### config.mk
export PLATFORM = sky130hd
export DESIGN_NAME = micro_stream
export DESIGN_NICKNAME = d
export VERILOG_FILES = /design/src/rtl/micro_stream.sv
export SDC_FILE = /design/constraint.sdc
export NUM_CORES = 1
export LEC_CHECK = 0
export ABC_AREA = 1
export CAP_MARGIN = 10
export CELL_PAD_IN_SITES_DETAIL_PLACEMENT = 1
export CELL_PAD_IN_SITES_GLOBAL_PLACEMENT = 2
export CORE_ASPECT_RATIO = 0.7
export CORE_MARGIN = 5
export CORE_UTILIZATION = 46
export CTS_BUF_LIST = sky130_fd_sc_hd__clkbuf_2
export CTS_CLUSTER_DIAMETER = 50
export DETAILED_ROUTE_END_ITERATION = 8
export MAX_ROUTING_LAYER = met4
export PLACE_DENSITY_LB_ADDON = 0.3
export RECOVER_POWER = 25
export SETUP_SLACK_MARGIN = 0.15
export SYNTH_ARGS = -nofsm -noshare
export SYNTH_HDL_FRONTEND = slang
export SYNTH_SLANG_ARGS = --single-unit
### constraint.sdc
create_clock -name clk -period 10 [get_ports clk]
set_input_delay 1.5 -clock clk [delete_from_list [all_inputs] [get_ports clk]]
set_output_delay 1.5 -clock clk [all_outputs]
set_load 0.03 [all_outputs]
### src/rtl/micro_stream.sv
// rtl/micro_stream.sv - microprogrammed datapath with writable control store and valid/ready operand streams
module micro_stream #(
    parameter int WIDTH   = 8,
    parameter int NREGS   = 8,
    parameter int CS_SIZE = 16,
    localparam int RA     = $clog2(NREGS),
    localparam int PCW    = $clog2(CS_SIZE),
    localparam int IW     = 3 + 3 * RA + PCW
) (
    input  logic             clk,
    input  logic             rst,
    input  logic             prog_we,
    input  logic [PCW-1:0]   prog_addr,
    input  logic [IW-1:0]    prog_data,
    input  logic             start,
    output logic             busy,
    output logic             done,
    input  logic [WIDTH-1:0] in_data,
    input  logic             in_valid,
    output logic             in_ready,
    output logic [WIDTH-1:0] out_data,
    output logic             out_valid,
    input  logic             out_ready
);

    localparam logic [2:0] OP_ADD  = 3'd0;
    localparam logic [2:0] OP_SUB  = 3'd1;
    localparam logic [2:0] OP_AND  = 3'd2;
    localparam logic [2:0] OP_IN   = 3'd3;
    localparam logic [2:0] OP_OUT  = 3'd4;
    localparam logic [2:0] OP_BR   = 3'd5;
    localparam logic [2:0] OP_HALT = 3'd6;

    typedef enum logic [0:0] {
        S_IDLE = 1'b0,
        S_RUN  = 1'b1
    } state_t;

    state_t           state;
    state_t           state_nx;
    logic [PCW-1:0]   pc;
    logic [PCW-1:0]   pc_nx;
    logic             done_nx;

    // Control store is not reset: microcode survives rst so a program can be rerun.
    logic [IW-1:0]    cs [CS_SIZE];
    logic [WIDTH-1:0] regs [NREGS];
    logic             flag_z;
    logic             flag_n;
    logic             flag_c;

    logic [IW-1:0]    instr;
    logic [2:0]       op;
    logic [RA-1:0]    fa;
    logic [RA-1:0]    fb;
    logic [RA-1:0]    fc;
    logic [PCW-1:0]   ft;
    logic [1:0]       cond;
    logic             running;

    logic [WIDTH-1:0] ra;
    logic [WIDTH-1:0] rb;
    logic [WIDTH-1:0] alu_res;
    logic             alu_cy;
    logic             alu_en;
    logic             br_taken;

    // Combinational fetch and field decode of the current microinstruction.
    assign instr   = cs[pc];
    assign op      = instr[IW-1 -: 3];
    assign fa      = instr[IW-4 -: RA];
    assign fb      = instr[IW-4-RA -: RA];
    assign fc      = instr[IW-4-2*RA -: RA];
    assign ft      = instr[PCW-1:0];
    assign running = (state == S_RUN);
    assign ra      = regs[fa];
    assign rb      = regs[fb];

    // Branch condition lives in the low two bits of B; a 1-bit B field reads as 0/1 only.
    generate
        if (RA >= 2) begin : g_cond_wide
            assign cond = fb[1:0];
        end else begin : g_cond_narrow
            assign cond = {1'b0, fb};
        end
    endgenerate

    // Stream handshakes are driven purely from state and opcode, never from the peer's signal.
    assign busy      = running;
    assign in_ready  = running && (op == OP_IN);
    assign out_valid = running && (op == OP_OUT);
    assign out_data  = out_valid ? ra : '0;

    // ALU: result, carry/borrow and whether the opcode is a flag-updating ALU op.
    always_comb begin
        alu_res = '0;
        alu_cy  = 1'b0;
        alu_en  = 1'b0;
        case (op)
            OP_ADD: begin
                {alu_cy, alu_res} = {1'b0, ra} + {1'b0, rb};
                alu_en            = 1'b1;
            end
            OP_SUB: begin
                alu_res = ra - rb;
                alu_cy  = (ra < rb);
                alu_en  = 1'b1;
            end
            OP_AND: begin
                alu_res = ra & rb;
                alu_en  = 1'b1;
            end
            default: begin
                alu_en = 1'b0;
            end
        endcase
    end

    // Branch condition evaluation against the current flags.
    always_comb begin
        case (cond)
            2'd0:    br_taken = 1'b1;
            2'd1:    br_taken = flag_z;
            2'd2:    br_taken = flag_n;
            default: br_taken = flag_c;
        endcase
    end

    // FSM next-state, sequencing (stalls hold pc) and HALT detection.
    always_comb begin
        state_nx = state;
        pc_nx    = pc;
        done_nx  = 1'b0;
        case (state)
            S_IDLE: begin
                if (start) begin
                    state_nx = S_RUN;
                    pc_nx    = '0;
                end
            end
            S_RUN: begin
                case (op)
                    OP_IN: begin
                        if (in_valid) begin
                            pc_nx = pc + PCW'(1);
                        end
                    end
                    OP_OUT: begin
                        if (out_ready) begin
                            pc_nx = pc + PCW'(1);
                        end
                    end
                    OP_BR: begin
                        pc_nx = br_taken ? ft : pc + PCW'(1);
                    end
                    OP_HALT: begin
                        state_nx = S_IDLE;
                        pc_nx    = '0;
                        done_nx  = 1'b1;
                    end
                    default: begin
                        pc_nx = pc + PCW'(1);
                    end
                endcase
            end
            default: begin
                state_nx = S_IDLE;
                pc_nx    = '0;
            end
        endcase
    end

    // FSM state register: state, program counter and the registered done pulse.
    always_ff @(posedge clk) begin
        if (rst) begin
            state <= S_IDLE;
            pc    <= '0;
            done  <= 1'b0;
        end else begin
            state <= state_nx;
            pc    <= pc_nx;
            done  <= done_nx;
        end
    end

    // Register file and flags; IN writes only on the handshake cycle.
    always_ff @(posedge clk) begin
        if (rst) begin
            for (int i = 0; i < NREGS; i++) begin
                regs[i] <= '0;
            end
            flag_z <= 1'b0;
            flag_n <= 1'b0;
            flag_c <= 1'b0;
        end else if (running) begin
            if (alu_en) begin
                regs[fc] <= alu_res;
                flag_z   <= (alu_res == '0);
                flag_n   <= alu_res[WIDTH-1];
                flag_c   <= alu_cy;
            end else if ((op == OP_IN) && in_valid) begin
                regs[fc] <= in_data;
            end
        end
    end

    // Control-store write port, live only while idle.
    always_ff @(posedge clk) begin
        if (prog_we && (state == S_IDLE)) begin
            cs[prog_addr] <= prog_data;
        end
    end

endmodule
==> out/qor.csv, run 1 <==
stage,metric,value,unit
worst_hold_path,hold_end,flag_z$_SDFFE_PP0P_,
global_route,grt_util_met3,5.578,%
power,seq_power_share,41.5,%
worst_hold_path,worstHoldPathType,flop to flop,
place,dpl-instance-area,16220,sq um
global_route,grt_pass1_wl,70210,um
critical_path,reg2reg_to,regs[0][6]$_SDFFCE_PN0P_,
critical_path,critPathKind,flop to primary output,
clock_network,clk_pin_slew,0.10,ns
timing,fmax,138.3,MHz
power,combPwrFrac,36.4,%
place,io_buffers,45,
timing,tightest_slew,1.014,ns
global_route,grtUsageMet1,36.76,%
synthesis,syn_nets,1498,
layout,final_common_cell,edfxtp_1,
power,switchingPower,1.562,mW
clock_network,cts_tree,yes,
synthesis,ys_warn_count,0,
synthesis,synth_cell_types,52,
routing,dr.pass1.iters,7,
global_route,grt_start_max_net_pins,125,
routing,antenna_left,0,
critical_path,cp.required,8.50,ns
run_status,status,completed,
routing,drt_wl_total,45630,um
layout,layout-drive-gt1-share,13.54,%
worst_hold_path,min_from,flag_z$_SDFFE_PP0P_,
critical_path,cp-end-kind,primary output,
global_route,grt_antenna_before_repair,1,
clock_network,root_buffer,clkbuf_2,
timing,period_share,72.30,%
die,io_pins,46,
die,die_y,163.4,um
die,rows,56,
global_route,use_met2,36.52,%
timing,hold_viol_final,0,
power,internal_power,2.269,mW
place,place.gp.congestion,0.8573,
routing,vias_per_cell,5.736,
die,die_w,229.1,um
critical_path,reg2reg_depth,22,
clock_network,post_cts_buffers,0,
timing,drv_slew,0,
die,initial_core_util,46.35,%
die,core-area,33350,sq um
power,power_frac_clock,22.1,%
global_route,busiest_layer,met1,
layout,stdcell_area,16880,sq um
power,leakage,6.319,nW
timing,setup_viol,0,
routing,drt_iter0_markers,1094,
routing,num_vias,11523,
clock_network,htree_levels,3,
timing,finalCriticalPeriod,7.230,ns
critical_path,rrSetupSlack,3.43,ns
timing,finalClockSkew,0.08038,ns
critical_path,worstPathMaxFanout,124,
timing,slew_headroom,32.41,%
power,p_sw_share,40.77,%
synthesis,ys_seq_area_share,63.84,%
critical_path,cp_data_arrival_time,5.73,ns
clock_network,cts_hold_buf,0,
critical_path,max_stage_delay,0.85,ns
global_route,grt_pass1_vias,11600,
routing,detail_route.wl_per_cell,22.71,um
synthesis,netlist_area,15460,sq um
clock_network,cts_buffer_depth,3,
synthesis,avgSynthCellArea,10.71,sq um
worst_hold_path,min_path_cells,2,
run,cap_violations,0,
place,dp_hpwl,29040,um
clock_network,clock_sink_count,333,
layout,layout_common_cells,"edfxtp_1, nand2_1, nor2_1, nand3_1, clkbuf_2",
clock_network,cts_buffers,81,
timing,rsz0062_at_grt,false,
critical_path,crit_chain,inv_6 > o21ai_0 > o22ai_1 > o211ai_1 > nand2_1 > buf_4 > inv_1 > nor2_1 > o211ai_1 > o21ai_0 > nor2_1 > clkdlybuf4s50_1,
power,peakVddDrop,99.37,uV
global_route,grt-ovfl-total,0,
power,p_per_area,227.1,nW/um^2
synthesis,syn_inst,1444,
clock_network,cts_resized,0,
routing,drcViolationCount,0,
synthesis,synth_seq_cells,333,
timing,fin_setup_tns,0,ns
critical_path,critPathLaunchType,flop,
layout,nets,1581,
critical_path,crit_slowest_cell,dfxtp_4,
layout,areaGrowthSynthToFinish,9.170,%
die,die-area,37430,sq um
global_route,track_usage,25.18,%
clock_network,clk_latency,0.98,ns
cell type report:
cell class,instances,area [sq um]
clock inverter,14,76.32
tap,435,544.3
sequential,333,9876
timing repair buffer,68,623.1
fill,3681,16480
multi-input combinational,943,4798
clock buffer,115,575.6
inverter,100,380.4
antenna,1,2.502
cells in the mapped netlist, drive strengths merged:
| cell | number | area [sq um] |
|---|---|---|
| a211o | 1 | 8.760 |
| nand4 | 12 | 75.07 |
| clkinv | 2 | 7.510 |
| a21boi | 6 | 67.56 |
| inv | 98 | 372.9 |
| a32o | 2 | 20.02 |
| o21bai | 1 | 7.510 |
| o221ai | 13 | 113.9 |
| a31oi | 2 | 12.51 |
| o211ai | 21 | 167.7 |
| ha | 18 | 225.2 |
| o31ai | 1 | 7.510 |
| nand3 | 149 | 860.8 |
| nand2 | 297 | 1135 |
| xor2 | 9 | 78.83 |
| nor2 | 204 | 770.7 |
| a211oi | 2 | 15.01 |
| o21ai | 89 | 460.5 |
| or2 | 12 | 75.07 |
| dfxtp | 13 | 260.3 |
| buf | 48 | 375.4 |
| o22ai | 39 | 244.0 |
| fa | 2 | 40.04 |
| xnor2 | 2 | 17.52 |
| a221oi | 3 | 26.28 |
| nand3b | 2 | 15.01 |
| clkbuf | 20 | 75.07 |
| nor3 | 4 | 25.02 |
| edfxtp | 320 | 9609 |
| o22a | 1 | 8.760 |
| o311ai | 1 | 8.760 |
| a31o | 1 | 8.760 |
| a21oi | 47 | 242.7 |
| a221o | 2 | 20.02 |
cell families after synthesis:
family	after synthesis	share of synthesized area, %
AND/OR/NAND/NOR	680	19.13
flip-flops	333	63.84
AO/OA/AOI/OAI	232	9.316
buffers and inverters	168	5.374
adder cells (fa/ha/maj)	20	1.716
XOR/XNOR	11	0.6233
state kept, by name (all words and copies together) (netlist names), named ones only:
signal / cells
cs: 256
flag_n: 1
flag_z: 1
pc: 4
busy: 1
flag_c: 1
regs: 64
done: 1
per-stage QoR:
step,util [%],cells,total power [mW],hold slack (ns),setup WS [ns]
after floorplan,-,1444,2.581,0.4401,6.023
after global placement,48.64,1879,2.957,0.4775,3.700
after detailed placement,48.64,1879,2.988,0.4672,3.572
after CTS,50.59,2008,3.839,0.4809,2.711
after global routing,50.60,2009,4.096,0.5169,2.167
final,50.60,2009,3.832,0.4853,2.770
routing by layer:
| layer | share of wire, % | routed length (um) |
|---|---|---|
| met2 | 44 | 19940 |
| met4 | 1.2 | 532 |
| met5 | 0 | 0 |
| met1 | 48 | 21870 |
| met3 | 7.2 | 3288 |
worst max-delay path, delay by kind of cell (launching register included):
family | cells | cell delay (ns)
AND/OR/NAND/NOR | 3 | 0.34
flip-flops | 1 | 0.85
buffers and inverters | 4 | 2.20
AO/OA/AOI/OAI | 5 | 1.32
power by group through the flow:
stage | clock [mW] | sequential (mW) | combinational, mW
after floorplan | 0 | 1.60 | 0.980
after CTS | 0.876 | 1.59 | 1.37
final | 0.848 | 1.59 | 1.39
after detailed placement | 0 | 1.62 | 1.37
after global routing | 0.957 | 1.59 | 1.55
after global placement | 0 | 1.62 | 1.34
worst max-delay path by stage:
| stage | slack, ns | startpoint | end |
|---|---|---|---|
| after floorplan | 6.02 | flop | out_data[1] |
| after global placement | 3.70 | flop | regs[6][6]$_SDFFCE_PN0P_ |
| after detailed placement | 3.57 | flop | regs[4][6]$_SDFFCE_PN0P_ |
| after CTS | 2.71 | flop | out_data[0] |
| after global routing | 2.17 | flop | out_data[0] |
| final | 2.77 | flop | out_data[0] |
Power figures use the tool's default switching activity.
==> run 2, diff against run 1 <==
--- a/config.mk
+++ b/config.mk
@@ -11,7 +11,7 @@
 export CELL_PAD_IN_SITES_GLOBAL_PLACEMENT = 2
 export CORE_ASPECT_RATIO = 0.7
 export CORE_MARGIN = 5
-export CORE_UTILIZATION = 46
+export CORE_UTILIZATION = 39
 export CTS_BUF_LIST = sky130_fd_sc_hd__clkbuf_2
 export CTS_CLUSTER_DIAMETER = 50
 export DETAILED_ROUTE_END_ITERATION = 8
==> constraint.sdc (replaced) <==
create_clock -name clk -period 6.01 [get_ports clk]
set_input_delay 0.9015 -clock clk [delete_from_list [all_inputs] [get_ports clk]]
set_output_delay 0.9015 -clock clk [all_outputs]
set_load 0.03 [all_outputs]
==> run 2 against run 1 <==
- first-iteration DRC count down 3.1%
- wire length rose by 3.6%
- critical path type unchanged
- worst hold slack improved by 0.00076 ns
- combinational power grew 73%
- register-to-register slack worse by 2.9 ns
- sequential power grew 65%
- cell count increased by 6.2%
- global-route usage down 3.0 points
==> out/qor.csv, run 2 (synthesis gave the netlist of run 1 again) <==
stage,metric,value,unit
timing,setup_viol,0,
critical_path,crit_family,buffers and inverters,
place,place.gp.congestion,0.8854,
clock_network,clk_pin_slew,0.10,ns
layout,regMostFlops,cs,
critical_path,crit_slowest_cell,clkdlybuf4s50_1,
timing,finalClockSkew,0.07187,ns
place,dp_cells,1986,
routing,drt_iter0_markers,1060,
timing,fmax,182.0,MHz
layout,layout-drive-gt1-share,14.53,%
global_route,grt_pass1_wl,71530,um
critical_path,cp_data_arrival_time,4.59,ns
timing,tightest_slew,0.9717,ns
clock_network,post_cts_buffers,0,
global_route,grt_pass1_vias,11765,
clock_network,root_buffer,clkbuf_2,
layout,reg_top3,"cs (256), regs (64), pc (4)",
place,io_buffers,45,
run,cap_violations,0,
power,leakage,6.450,nW
critical_path,max_stage_delay,0.70,ns
global_route,track_usage,22.19,%
global_route,grt_start_max_net_pins,133,
layout,nFillCells,4450,
clock_network,cts_buffer_depth,3,
power,p_per_area,385.7,nW/um^2
critical_path,crit_chain,clkinv_1 > nand3_1 > nand3_1 > nand2_1 > clkinvlp_4 > a21oi_1 > o21ai_0 > o211ai_1 > o21ai_0 > nor2_1 > clkdlybuf4s50_1,
layout,final_common_cell,edfxtp_1,
layout,areaGrowthSynthToFinish,11.73,%
routing,num_vias,11406,
layout,nets,1592,
timing,rsz0062_at_grt,false,
die,die_y,176.6,um
critical_path,cp-end-kind,primary output,
place,dp_hpwl,29500,um
layout,fin_cells,2133,
die,rows,61,
routing,detail_route.wl_per_cell,22.16,um
run_status,status,completed,
routing,antenna_left,0,
routing,dr.pass1.iters,5,
layout,layout_common_cells,"edfxtp_1, nand2_1, nor2_1, nand3_1, clkbuf_2",
critical_path,critPathLaunchType,flop,
timing,slew_headroom,35.07,%
worst_hold_path,min_from,flag_z$_SDFFE_PP0P_,
timing,finalCriticalPeriod,5.495,ns
clock_network,clock_sink_count,333,
global_route,grt_antenna_before_repair,1,
routing,drcViolationCount,0,
die,core-area,39460,sq um
timing,drv_slew,0,
die,io_pins,46,
layout,largest_reg_flops,256,
die,die-area,43780,sq um
critical_path,critPathKind,flop to primary output,
timing,hold_viol_final,0,
power,peakVddDrop,136.7,uV
critical_path,worstPathMaxFanout,21,
global_route,grt-ovfl-total,0,
worst_hold_path,worstHoldPathType,flop to flop,
timing,fin_setup_tns,0,ns
die,initial_core_util,39.18,%
clock_network,cts_buffers,84,
die,die_w,248.0,um
clock_network,clk_latency,1.02,ns
routing,vias_per_cell,5.347,
critical_path,crit_buf_inv,3,
timing,period_share,91.43,%
clock_network,htree_levels,3,
critical_path,cp.required,5.11,ns
clock_network,cts_tree,yes,
routing,drt_wl_total,47260,um
[run 2: cell types whose count changed in the layout (fill, tap and decap cells not counted), moves of 3 or more]
cell       change
clkbuf_2       +8
bufinv_16      +3
clkinv_1       +6
buf_4          +5
inv_6          -3
[run 2: routing by layer]
metal / routed length, um / vias up / track usage (%) / share of wire, %
met5: 0 / - / - / 0
met4: 830 / 0 / 5.823 / 1.8
met3: 3057 / 72 / 4.949 / 6.5
met2: 20610 / 344 / 31.56 / 44
met1: 22760 / 5676 / 32.32 / 48
li1: - / 5314 / - / -
[run 2: final cells by class]
class / instances / area [sq um] / area share, %
sequential: 333 / 9876 / 57.18
tap: 535 / 669.4 / 3.876
multi-input combinational: 943 / 4816 / 27.88
antenna: 1 / 2.502 / 0.01449
clock buffer: 123 / 615.6 / 3.564
clock inverter: 22 / 181.4 / 1.050
timing repair buffer: 76 / 724.4 / 4.194
inverter: 100 / 386.6 / 2.238
[run 2: path summary, 6_finish.rpt]
| kind | end | cells past startpoint | slack (ns) |
|---|---|---|---|
| setup / recovery | out_data[0] | 11 | 0.51 |
| hold / removal | flag_z$_SDFFE_PP0P_ | 2 | 0.49 |
| setup reg to reg | regs[5][7]$_SDFFCE_PN0P_ | 24 | 0.54 |
| hold reg to reg | flag_z$_SDFFE_PP0P_ | 2 | 0.49 |
[run 2: power breakdown]
| part | switching [mW] | total [mW] | internal, mW | leakage (nW) |
|---|---|---|---|---|
| Clock | 0.954 | 1.63 | 0.678 | 0.595 |
| Combinational | 1.69 | 2.40 | 0.712 | 2.78 |
| Sequential | 0.0339 | 2.63 | 2.59 | 3.08 |
| Total | 2.68 | 6.66 | 3.98 | 6.45 |
[run 2: through the flow]
| step | hold WS (ns) | area (sq um) | util, % | power [mW] | setup WS [ns] |
|---|---|---|---|---|---|
| floorplan | 0.4401 | 15460 | - | 4.294 | 2.082 |
| global placement | 0.4633 | 16420 | 41.62 | 5.012 | 0.5337 |
| detailed placement | 0.4725 | 16420 | 41.62 | 5.032 | 0.4643 |
| CTS | 0.4856 | 17220 | 43.64 | 6.659 | 0.2419 |
| global route | 0.4972 | 17270 | 43.77 | 7.100 | 0.1686 |
| finish | 0.4861 | 17270 | 43.77 | 6.661 | 0.5149 |
[run 2: tightest hold or removal path: cells and delay by family (launching register included)]
kind / cells / cell delay (ns)
simple gates: 1 / 0.06
flops: 1 / 0.33
compound gates: 1 / 0.06
[run 2: what timing repair did]
action                                  in CTS  in global routing
endpoints found under the setup margin       0                 18
hold buffers                                 0                  0
gates resized for setup                      0                  5
